## src/rtl/count_minute.sv

```systemverilog
// ============================================================================
// Module      : count_minute
// Description : Seconds/minutes counter driven by an edge-detected 1 Hz level,
//               with minute set/commit and an hour-carry level output.
//               Define CLOCK_SEC_SYNC_EN to add a two-flop sec1sig synchronizer.
// Revision    : 1.0 - initial release
// ============================================================================
`default_nettype none

module count_minute (
  input  logic       clk,
  input  logic       rst,
  input  logic       sec1sig,
  input  logic [1:0] state,
  input  logic [5:0] num,
  input  logic       min_enable,
  output logic [5:0] sec_count,
  output logic [5:0] min_count,
  output logic       min60sig
);

  localparam logic [1:0] c_ST_TIMING = 2'b00;
  localparam logic [1:0] c_ST_SET_A  = 2'b01;
  localparam logic [1:0] c_ST_SET_B  = 2'b10;
  localparam logic [1:0] c_ST_COMMIT = 2'b11;
  localparam logic [5:0] c_MAX_VAL   = 6'd59;

`ifdef CLOCK_SEC_SYNC_EN
  localparam int c_VLD_LEN = 4;

  logic r_sync1;
  logic r_sync2;

  always_ff @(posedge clk or posedge rst) begin
    if (rst) begin
      r_sync1 <= 1'b0;
      r_sync2 <= 1'b0;
    end else begin
      r_sync1 <= sec1sig;
      r_sync2 <= r_sync1;
    end
  end

  logic w_sec_in;
  assign w_sec_in = r_sync2;
`else
  localparam int c_VLD_LEN = 2;

  logic w_sec_in;
  assign w_sec_in = sec1sig;
`endif

  logic                 r_samp_cur;
  logic                 r_samp_prev;
  logic [c_VLD_LEN-1:0] r_vld;
  logic [5:0]           r_shadow;
  logic                 w_tick;

  // r_vld masks ticks until the whole sample pipeline holds real post-reset
  // samples, so a level already high at reset release is not seen as an edge.
  always_ff @(posedge clk or posedge rst) begin
    if (rst) begin
      r_samp_cur  <= 1'b0;
      r_samp_prev <= 1'b0;
      r_vld       <= '0;
    end else begin
      r_samp_cur  <= w_sec_in;
      r_samp_prev <= r_samp_cur;
      r_vld       <= {r_vld[c_VLD_LEN-2:0], 1'b1};
    end
  end

  assign w_tick = r_samp_cur & ~r_samp_prev & r_vld[c_VLD_LEN-1];

  always_ff @(posedge clk or posedge rst) begin
    if (rst) begin
      sec_count <= 6'd0;
      min_count <= 6'd0;
      min60sig  <= 1'b0;
      r_shadow  <= 6'd0;
    end else begin
      case (state)
        c_ST_TIMING: begin
          if (w_tick) begin
            min60sig <= 1'b0;
            if (sec_count == c_MAX_VAL) begin
              sec_count <= 6'd0;
              if (min_count == c_MAX_VAL) begin
                min_count <= 6'd0;
                min60sig  <= 1'b1;
              end else begin
                min_count <= min_count + 6'd1;
              end
            end else begin
              sec_count <= sec_count + 6'd1;
            end
          end
        end
        c_ST_SET_A, c_ST_SET_B: begin
          min60sig <= 1'b0;
          if (min_enable && (num <= c_MAX_VAL)) begin
            r_shadow <= num;
          end
        end
        c_ST_COMMIT: begin
          min60sig <= 1'b0;
          if (min_enable) begin
            min_count <= r_shadow;
            sec_count <= 6'd0;
          end
        end
        default: begin
          min60sig <= 1'b0;
        end
      endcase
    end
  end

endmodule

`default_nettype wire

```

## config.mk

```make
export PLATFORM = sky130hd
export DESIGN_NAME = count_minute
export DESIGN_NICKNAME = d
export VERILOG_FILES = /design/src/rtl/count_minute.sv
export SDC_FILE = /design/constraint.sdc
export NUM_CORES = 1
export LEC_CHECK = 0
export ABC_CLOCK_PERIOD_IN_PS = 1500
export CAP_MARGIN = 30
export CORE_ASPECT_RATIO = 0.75
export CORE_MARGIN = 3
export CORE_UTILIZATION = 44
export CTS_CLUSTER_DIAMETER = 50
export CTS_CLUSTER_SIZE = 24
export DETAILED_ROUTE_END_ITERATION = 7
export MAX_ROUTING_LAYER = met4
export PLACE_DENSITY = 0.76
export SYNTH_ARGS = -nofsm -noshare
export SYNTH_HDL_FRONTEND = slang
export SYNTH_SLANG_ARGS = --single-unit
export TNS_END_PERCENT = 100
```

## constraint.sdc

```tcl
create_clock -name clk -period 1.5 [get_ports clk]
set_input_delay 0.3 -clock clk [delete_from_list [all_inputs] [get_ports clk]]
set_output_delay 0.3 -clock clk [all_outputs]
set_load 0.02 [all_outputs]
```

==> impl_metrics.json, run 1 <==
{
  "status": "complete, but fails checks",
  "violations": "negative setup slack",
  "ys_seq_area_share_pct": 49.7,
  "dieHeight_um": 50.4,
  "routed_wl_um": 2940,
  "hold_path.class": "in -> async",
  "tritoncts": "done",
  "async_flop_share_pct": 100,
  "ys_seq_elements": 23,
  "crit_arrival_ps": 1230,
  "met3_usage_pct": 5.15,
  "grtUsageTotal_pct": 19.5,
  "clock-sinks": 23,
  "antenna_found_initial": 0,
  "crit_buf_inv": 1,
  "synth_flop_cell": "dfrtp_1",
  "min_period_ps": 1530,
  "htreeDepth": 1,
  "layout-drive-gt1-share_pct": 37.3,
  "post-synth-top-area-fraction_pct": 49.7,
  "synth_nets": 126,
  "grt_use_met2_pct": 28.1,
  "ant_nets": 0,
  "grt_max_degree": 24,
  "crit_path_start_kind": "flop",
  "wl_per_cell_um": 15.3,
  "clock_latency_ps": 340,
  "maxCapViolCount": 0,
  "rows": 15,
  "synthTopCellsByArea": "dfrtp_1 50%, mux2_2 4.9%, ha_1 4.3%",
  "grt_pass1_vias": 999,
  "cts_buffers": 3,
  "post-route-drc-count": 0,
  "dp_hpwl_um": 2100,
  "routabilityCongestion": 0.895,
  "synth.largest_area_cell": "dfrtp_1",
  "cp_cell_sequence": "dlygate4sd2_1",
  "crit_type": "reg -> out",
  "layout.nets": 175,
  "final-setup-viol-count": 3,
  "setup_ws_ps": -25.0,
  "areaGrowthSynthToFinish_pct": 47.4,
  "min_period_over_period_pct": 102,
  "start_util_pct": 48.2,
  "worstSetupEndpointType": "primary output",
  "drv_slew": 0,
  "power_leakage_nw": 0.736,
  "clk_pin_slew_worst_paths_ps": 140,
  "die_x_um": 65.2,
  "synth.cell_area_sq_mm": 0.00116,
  "avgSynthCellArea_sq_um": 10.5,
  "vias": 1049,
  "ys_types": 38,
  "p_total_w": 0.00238,
  "synth_edf_count": 0,
  "critPathMaxStageDelay_ps": 510,
  "port_buffers": 24,
  "grt_pass1_wl_um": 4830,
  "clock_path_buffers": 2,
  "routed_via_density": 5.46,
  "final_core_util_pct": 71.0,
  "pin_count": 25,
  "fp.dieArea_sq_mm": 0.00329,
  "nFillCells": 204,
  "cts-root-buf": "clkbuf_4",
  "finClkSkew_ps": 8.24,
  "yosys_warnings": 0,
  "cp_slowest_cell": "dfrtp_1",
  "drtIter0Drc": 63,
  "core-area_sq_mm": 0.00240,
  "crit_family": "flip-flops",
  "n_antenna_cell": 0,
  "crit_fanout": 6,
  "grt_busiest_layer": "met1",
  "drtPass1Iterations": 4,
  "use_met1_pct": 28.1,
  "power_density_mw_per_mm2": 1390,
  "hold_buffers": 0,
  "rsz0062_at_grt": "true",
  "hold_violations": 0,
  "syn_inst": 110,
  "fmax_mhz": 656,
  "ir_drop_mv": 0.879,
  "worstPathRequired_ps": 1200,
  "grt-ovfl-total": 0
}
## stage by stage
| stage | setup WS (ps) | cell area [sq um] | std cells | hold slack, ps | TNS (ps) |
|---|---|---|---|---|---|
| after floorplan | -115 | 1220 | 110 | 302 | -123 |
| after global placement | -579 | 1610 | 183 | 334 | -8660 |
| after detailed placement | -636 | 1610 | 183 | 353 | -9430 |
| after CTS | 2.50 | 1660 | 190 | 298 | 0 |
| after global routing | -92.2 | 1710 | 192 | 312 | -702 |
| final | -25.0 | 1710 | 192 | 277 | -35.5 |
## worst paths after layout
| kind | slack [ps] | endpoint | cells past startpoint | startpoint |
|---|---|---|---|---|
| worst min-delay path | 280 | min_count[1]$_DFFE_PP0P_ | 3 | rst |
| max in group asynchronous | 970 | min_count[0]$_DFFE_PP0P_ | 3 | rst |
| worst max register to register | -10 | min_count[3]$_DFFE_PP0P_ | 6 | sec_count[0]$_DFFE_PP0P_ |
| worst min register to register | 380 | r_vld[1]$_DFF_PP0_ | 0 | r_vld[0]$_DFF_PP0_ |
| min in group clk | 380 | r_vld[1]$_DFF_PP0_ | 0 | r_vld[0]$_DFF_PP0_ |
| worst max-delay path | -30 | min_count[3] | 1 | min_count[3]$_DFFE_PP0P_ |
## where the power goes
part	internal, W	switching, W
registers	0.000795	0.000190
logic	0.000521	0.000558
clock network	0.000103	0.000211
total	0.00142	0.000959
## Yosys cell counts (2+ instances only)
cell type	count
nor3_1	2
nand4_1	2
a21oi_1	4
inv_1	8
o21ai_0	7
nand2b_1	4
nand3_1	4
a41oi_1	2
a22oi_1	2
dfrtp_1	23
nand2_1	7
a221oi_1	4
o22a_1	2
buf_2	2
a21o_1	2
and2_1	2
o22ai_1	3
nor2_1	2
mux2i_1	2
ha_1	4
mux2_2	5
## repair_timing
item | CTS | global route
setup buffers | 3 | 2
resized for setup | 22 | 18
endpoints found under the setup margin | 29 | 17
pin swaps | 4 | 4
## layout by cell type, fill, tap and decap left out, types with 3 or more instances in the layout
cell type / instances
dlygate4sd2_1: 10
clkbuf_4: 3
dfrtp_2: 5
clkdlybuf4s50_1: 9
dfrtp_1: 18
inv_1: 8
a21oi_1: 4
nand2b_1: 4
o21ai_0: 5
a221oi_2: 3
clkbuf_2: 3
nand3_1: 4
nand2_1: 7
mux2_2: 5
buf_4: 23
## worst min-delay path, stage by stage
cell	delay [ps]
clkdlybuf4s50_1	390
inv_1	50
buf_4	280
## cell families after synthesis
group	synth area share, %
compound gates	19.5
simple gates	14.2
flops	49.7
buf+inv	4.43
mux	7.57
fa+ha+maj	4.32
other cells	0.324
## state kept, by name, summed over array words and instances (netlist names)
register,cells
r_samp_cur,1
r_shadow,6
r_vld,2
r_samp_prev,1
min60sig,1
min_count,6
sec_count,6
## area by class of cell
class,count,area (sq um),area share (%)
multi-input cells,75,634,37.2
clock buffers,3,22.5,1.32
inverters,8,30.0,1.76
well taps,34,42.5,2.49
repair buffers,48,387,22.7
clock inverters,1,7.51,0.440
flip-flops and latches,23,582,34.1
## layer usage
metal	routed length (um)	up-vias	share of wire (%)
li1	-	502	-
met1	1400	489	47
met2	1280	54	44
met3	235	4	8.0
met4	25	0	0.85
met5	0	-	0
(Power assumes the default switching activity.)
==> inputs of run 2 (changes only) <==
--- a/config.mk
+++ b/config.mk
@@ -6,7 +6,6 @@
 export NUM_CORES = 1
 export LEC_CHECK = 0
 export ABC_CLOCK_PERIOD_IN_PS = 1500
-export CAP_MARGIN = 30
 export CORE_ASPECT_RATIO = 0.75
 export CORE_MARGIN = 3
 export CORE_UTILIZATION = 44
==> results of run 2 <==
Final layout, timing and power as in run 1 (identical DEF).
==> RTL change 1: new RTL, config.mk and constraints of run 1 <==
`c_MAX_VAL`: 6'd59 -> 6'd29.
--- a/src/rtl/count_minute.sv
+++ b/src/rtl/count_minute.sv
@@ -23,7 +23,7 @@
   localparam logic [1:0] c_ST_SET_A  = 2'b01;
   localparam logic [1:0] c_ST_SET_B  = 2'b10;
   localparam logic [1:0] c_ST_COMMIT = 2'b11;
-  localparam logic [5:0] c_MAX_VAL   = 6'd59;
+  localparam logic [5:0] c_MAX_VAL   = 6'd29;
 
 `ifdef CLOCK_SEC_SYNC_EN
   localparam int c_VLD_LEN = 4;
Check against the original RTL: not equivalent (Yosys sat finds a counterexample within 4 cycles, from zero or initial values and one cycle with rst high).
==> RTL change 1 against run 1 <==
Final cell count up 2.6%; final area is 1.2% higher; synthesized cell count grew 6.4%; non-clock buffer count decreased by 3; hold slack gained 0.027 ns; total power fell by 7.0%; clock power shrank 5%; sequential cell count unchanged; synthesized area is 2.8% higher; the flow still finishes with violations (negative setup slack); wire length fell by 2.4%; setup slack worse by 0.0053 ns.
==> RTL change 1: results (changes against run 1) <==
metric,value,unit,change
"top cells by area, synth","dfrtp_1 48%, ha_1 6.3%, o21ai_0 3.8%, inv_1 3.8%, o22ai_1 3.2%",,"was dfrtp_1 50%, mux2_2 4.9%, ha_1 4.3%, a221oi_1 3.0%, o21ai_0 3.0%"
initial drt markers,28,,was 63
initial antenna violation count,0,,unchanged
register area share after synthesis,0.484,,was 0.497
Cell variety after synth,34,,was 38
mux contribution to synthesized area,0.0526,,was 0.0757
R2R Path End,min_count[0]$_DFFE_PP0P_,,was min_count[3]$_DFFE_PP0P_
endpoints failing setup,4,,was 3
post-synthesis adder-cell area fraction,0.0631,,was 0.0432
final WL,2870,µm,was 2940 µm
Synthesis Warnings,0,,unchanged
largest net degree at the start of global routing,24,,unchanged
R2R cell count,6,,unchanged
DR vias,1063,,was 1049
Post-Synth XOR/XNOR Area,0,,unchanged
Worst-path clk slew,0.13,ns,
first-pass GRT wire length,4770,µm,was 4830 µm
H-Tree Level Count,1,,unchanged
TritonRoute pass-1 iters,4,,unchanged
Synth Area in Compound Gates,0.204,,was 0.195
CTS max path bufs,2,,unchanged
syn nets,135,,was 126
outcome,"complete, but fails checks",,unchanged
root buffer cell,clkbuf_4,,unchanged
clk_skew,0.00183,ns,was 0.00824 ns
Global Route Usage Sum,0.194,,was 0.195
Critical R2R Launch,sec_count[1]$_DFFE_PP0P_,,was sec_count[0]$_DFFE_PP0P_
leakage power,0.794,nW,was 0.736 nW
Largest regs,"min_count (6), r_shadow (6), sec_count (6)",,unchanged
Net Sw Frac,0.399,,was 0.403
worst-skew pair later-pin latency,0.32,ns,was 0.34 ns
HPWL after DPL,2140,µm,was 2100 µm
Final Net Count,182,,was 175
vias in the first global route,1034,,was 999
critical path arrival,1.75,ns,was 1.23 ns
Antenna Diode Count,0,,unchanged
violated checks,negative setup slack,,unchanged
share of cells above drive strength 1,0.288,,was 0.373
Async SR Flop Fraction,1.00,,unchanged
Crit Path Max Fanout,5,,was 6
Peak VDD IR,0.870,mV,was 0.879 mV
Num CTS Buffers,3,,unchanged
Hold Crit Class,input pin to async pin,,unchanged
TNS Setup,-0.0839,ns,was -0.0355 ns
Port Buffers,24,,unchanged
routability cong.,0.866,,was 0.895
Post-synth top cells,"23 x dfrtp_1, 12 x inv_1, 9 x o21ai_0, 8 x nand2_1, 7 x a21oi_1",,"was 23 x dfrtp_1, 8 x inv_1, 7 x nand2_1, 7 x o21ai_0, 5 x mux2_2"
Final Worst Setup Slack,-0.0303,ns,was -0.0250 ns
RTL change 1: changes by cell type in the layout (fill, tap and decap cells not counted), moves of 3 or more:
cell           change
ha_1               +3
dlygate4sd2_1      +4
mux2_4             +3
buf_4              -3
dfrtp_1            +3
inv_1              +3
mux2_2             -5
dfrtp_2            -3
RTL change 1: stage by stage:
| stage | util | instance area (µm²) | cells | hold WS, ns | setup WS [ns] |
|---|---|---|---|---|---|
| floorplan | - | 1210 | 117 | 0.302 | -0.0428 |
| global placement | 0.654 | 1600 | 187 | 0.333 | -0.496 |
| detailed placement | 0.654 | 1600 | 187 | 0.336 | -0.570 |
| CTS | 0.686 | 1670 | 196 | 0.299 | -0.00315 |
| global route | 0.708 | 1730 | 197 | 0.297 | -0.0987 |
| finish | 0.708 | 1730 | 197 | 0.304 | -0.0303 |
RTL change 1: how the worst max path moves through the flow:
stage                                          end  slack [ns]                     start  depth (start not counted)
after floorplan           min_count[0]$_DFFE_PP0P_       -0.04  sec_count[1]$_DFFE_PP0P_                          6
after global placement     r_shadow[0]$_DFFE_PP0P_       -0.50                  state[0]                          6
after detailed placement   r_shadow[2]$_DFFE_PP0P_       -0.57                  state[0]                          6
after CTS                 min_count[4]$_DFFE_PP0P_      -0.003  sec_count[1]$_DFFE_PP0P_                          7
after global routing      min_count[0]$_DFFE_PP0P_        -0.1  sec_count[1]$_DFFE_PP0P_                          6
final                     min_count[0]$_DFFE_PP0P_       -0.03  sec_count[1]$_DFFE_PP0P_                          6
RTL change 1: final cells by class:
type | instances | area, µm²
fillers | 181 | 713
multi-input cells | 79 | 652
flip-flops and latches | 23 | 578
repair buffers | 45 | 379
inverters | 12 | 45.0
well taps | 34 | 42.5
clock buffers | 3 | 22.5
clock inverters | 1 | 7.51
RTL change 1: power by group through the flow:
stage / sequential (mW) / clock [mW] / combinational (mW)
2_1_floorplan: 1.11 / 0 / 0.354
3_3_place_gp: 0.968 / 0 / 0.951
3_5_place_dp: 0.979 / 0 / 0.982
4_1_cts: 0.961 / 0.315 / 0.928
5_1_grt: 0.993 / 0.346 / 1.04
6_report: 0.962 / 0.298 / 0.950
RTL change 1: what timing repair did:
action | 4_1_cts | 5_1_grt
setup endpoints to repair | 29 | 18
pin swaps | 4 | 2
setup buffers | 6 | 1
resized for setup | 22 | 12
RTL change 1: critical path, stage by stage, from the launching register on:
cell and delay [ns]:
dfrtp_2 0.43, inv_2 0.06, ha_4 0.11, and2b_2 0.22, nand2_4 0.09, a21o_4 0.23
mux2_4 0.29
RTL change 1: layer usage:
layer	GRT usage	part of all wire
met5	-	0
met1	0.260	0.47
met3	0.0615	0.068
met4	0.0608	0.011
met2	0.280	0.45
==> RTL change 2: new RTL, flow settings as in run 1 <==
Without the edit above. Put one more register stage on the output `sec_count`, with the module's reset. The value now appears one clock later. The other outputs are not delayed to match.
--- a/src/rtl/count_minute.sv
+++ b/src/rtl/count_minute.sv
@@ -24,6 +24,8 @@
   localparam logic [1:0] c_ST_SET_B  = 2'b10;
   localparam logic [1:0] c_ST_COMMIT = 2'b11;
   localparam logic [5:0] c_MAX_VAL   = 6'd59;
+
+  logic [5:0] sec_count_s0;
 
 `ifdef CLOCK_SEC_SYNC_EN
   localparam int c_VLD_LEN = 4;
@@ -74,7 +76,7 @@
 
   always_ff @(posedge clk or posedge rst) begin
     if (rst) begin
-      sec_count <= 6'd0;
+      sec_count_s0 <= 6'd0;
       min_count <= 6'd0;
       min60sig  <= 1'b0;
       r_shadow  <= 6'd0;
@@ -83,8 +85,8 @@
         c_ST_TIMING: begin
           if (w_tick) begin
             min60sig <= 1'b0;
-            if (sec_count == c_MAX_VAL) begin
-              sec_count <= 6'd0;
+            if (sec_count_s0 == c_MAX_VAL) begin
+              sec_count_s0 <= 6'd0;
               if (min_count == c_MAX_VAL) begin
                 min_count <= 6'd0;
                 min60sig  <= 1'b1;
@@ -92,7 +94,7 @@
                 min_count <= min_count + 6'd1;
               end
             end else begin
-              sec_count <= sec_count + 6'd1;
+              sec_count_s0 <= sec_count_s0 + 6'd1;
             end
           end
         end
@@ -106,7 +108,7 @@
           min60sig <= 1'b0;
           if (min_enable) begin
             min_count <= r_shadow;
-            sec_count <= 6'd0;
+            sec_count_s0 <= 6'd0;
           end
         end
         default: begin
@@ -116,6 +118,14 @@
     end
   end
 
+  always_ff @(posedge clk or posedge rst) begin
+    if (rst) begin
+      sec_count <= '0;
+    end else begin
+      sec_count <= sec_count_s0;
+    end
+  end
+
 endmodule
 
 `default_nettype wire
Behaviour: not the same (Yosys sat finds a counterexample within 4 cycles, from zero or initial values and one cycle with rst high).
==> RTL change 2 against run 1 <==
Setup slack got worse by 0.046 ns; utilization up 0.63 points; count of clock-buffer cells in the layout rose by 3; global-route usage is 1.7 points higher; final area is 13% higher; synthesized area is 12% higher; sequential cell count is 6 higher; largest cell class is now sequential cells; critical path type is now flip-flop to flip-flop; the run still ends with negative setup slack left; wire length grew 11%; critical path depth grew 6; total power grew 21%.
==> RTL change 2: results (changes against run 1) <==
metric,value,unit,change
R2R Path End,min60sig$_DFFE_PP0P_,,was min_count[3]$_DFFE_PP0P_
first-pass GRT wire length,5280,µm,was 4830 µm
Hold Crit Class,flip-flop to flip-flop,,was input pin to async pin
Wirelength per Cell,15.8,µm,was 15.3 µm
Global Route Usage Sum,0.212,,was 0.195
vias in the first global route,1124,,was 999
worst-skew pair later-pin latency,0.29,ns,was 0.34 ns
routed wl met3,219,µm,was 235 µm
Critical R2R Launch,sec_count_s0[0]$_DFFE_PP0P_,,was sec_count[0]$_DFFE_PP0P_
routability cong.,0.827,,was 0.895
met2 wire len,1540,µm,was 1280 µm
H-Tree Level Count,2,,was 1
filler cell count in the final layout,193,,was 204
HPWL after DPL,2120,µm,was 2100 µm
clk_skew,0.00953,ns,was 0.00824 ns
share of cells above drive strength 1,0.327,,was 0.373
Worst-path clk slew,0.06,ns,was 0.14 ns
root buffer cell,clkbuf_8,,was clkbuf_4
leakage power,0.883,nW,was 0.736 nW
wire length on met1,1480,µm,was 1400 µm
TNS Setup,-0.234,ns,was -0.0355 ns
vias per inst,5.34,,was 5.46
violated checks,negative setup slack,,unchanged
outcome,"complete, but fails checks",,unchanged
register area share after synthesis,0.559,,was 0.497
Async SR Flop Fraction,1.00,,unchanged
placed cell area,0.00174,mm²,was 0.00161 mm²
Peak VDD IR,0.811,mV,was 0.879 mV
Num CTS Buffers,5,,was 3
Power Internal,1.86,mW,was 1.42 mW
Final Net Count,186,,was 175
Crit Path Class,flip-flop to flip-flop,,was flip-flop to output pin
endpoints failing setup,7,,was 3
Crit Path Max Fanout,3,,was 6
number of flops mapped to enable cells by yosys,0,,unchanged
R2R cell count,7,,was 6
Final Worst Setup Slack,-0.0705,ns,was -0.0250 ns
Post-synth top cells,"29 x dfrtp_1, 10 x inv_1, 8 x o21ai_0, 7 x nand2_1",,"was 23 x dfrtp_1, 8 x inv_1, 7 x nand2_1, 7 x o21ai_0, 5 x mux2_2"
RTL change 2: cell types whose count changed after synthesis, moves of 2 or more:
cell	before	now
inv_1	8	10
a21oi_1	4	6
dfrtp_1	23	29
o22a_1	2	0
RTL change 2: per-layer routing:
layer / track usage / vias up
met5: - / -
met4: 0.0906 / 0
met3: 0.0870 / 5
met2: 0.306 / 39
met1: 0.263 / 531
li1: - / 530
RTL change 2: repair_timing:
action	in CTS	in global routing
setup endpoints to repair	30	12
resized for setup	22	9
setup buffers	5	1
pin swaps	9	6
RTL change 2: cell families after synthesis:
kind of cell / share of synthesized area
buffers and inverters: 0.0453
adders and majority gates: 0.0386
muxes: 0.0791
AOI/OAI and AO/OA: 0.159
other: 0.00289
DFF: 0.559
and+or+nand+nor: 0.116
RTL change 2: per-stage QoR:
stage | total power [mW] | hold slack (ns) | cells | setup slack [ns] | util
2_1_floorplan | 1.69 | 0.331 | 116 | -0.0438 | -
3_3_place_gp | 2.25 | 0.331 | 193 | -0.450 | 0.644
3_5_place_dp | 2.29 | 0.345 | 193 | -0.502 | 0.644
4_1_cts | 2.85 | 0.358 | 206 | -0.000857 | 0.698
5_1_grt | 3.05 | 0.365 | 207 | -0.169 | 0.716
6_report | 2.88 | 0.353 | 207 | -0.0705 | 0.716
RTL change 2: worst max-delay path, stage by stage, from the launching register on:
cell     delay [ns]
dfrtp_1        0.35
ha_2           0.18
and4b_1        0.25
nand2_2        0.10
buf_6          0.15
buf_6          0.11
o31ai_2        0.22
and2_1         0.16
RTL change 2: final cells by class:
class                      instances  area (µm²)  share of cell area
sequential                        29         728               0.376
tap                               36        45.0              0.0233
multi-input combinational         73         603               0.312
clock inverter                     2        10.0             0.00517
timing repair buffer              51         439               0.227
inverter                          10        37.5              0.0194
clock buffer                       6        72.6              0.0375
RTL change 2: worst min path at each step:
stage | start | to | slack (ns) | depth (start not counted)
global route | r_vld[0]$_DFF_PP0_ | r_vld[1]$_DFF_PP0_ | 0.36 | 0
detailed placement | r_vld[0]$_DFF_PP0_ | r_vld[1]$_DFF_PP0_ | 0.35 | 0
floorplan | r_vld[0]$_DFF_PP0_ | r_vld[1]$_DFF_PP0_ | 0.33 | 0
finish | r_vld[0]$_DFF_PP0_ | r_vld[1]$_DFF_PP0_ | 0.35 | 0
CTS | r_vld[0]$_DFF_PP0_ | r_vld[1]$_DFF_PP0_ | 0.36 | 0
global placement | r_vld[0]$_DFF_PP0_ | r_vld[1]$_DFF_PP0_ | 0.33 | 0
RTL change 2: power groups by stage:
stage               Clock (mW)  Combinational [mW]  Sequential, mW
floorplan                    0               0.352            1.33
global placement             0                1.09            1.16
detailed placement           0                1.12            1.17
CTS                      0.619                1.08            1.15
global route             0.659                1.20            1.19
finish                   0.605                1.12            1.16
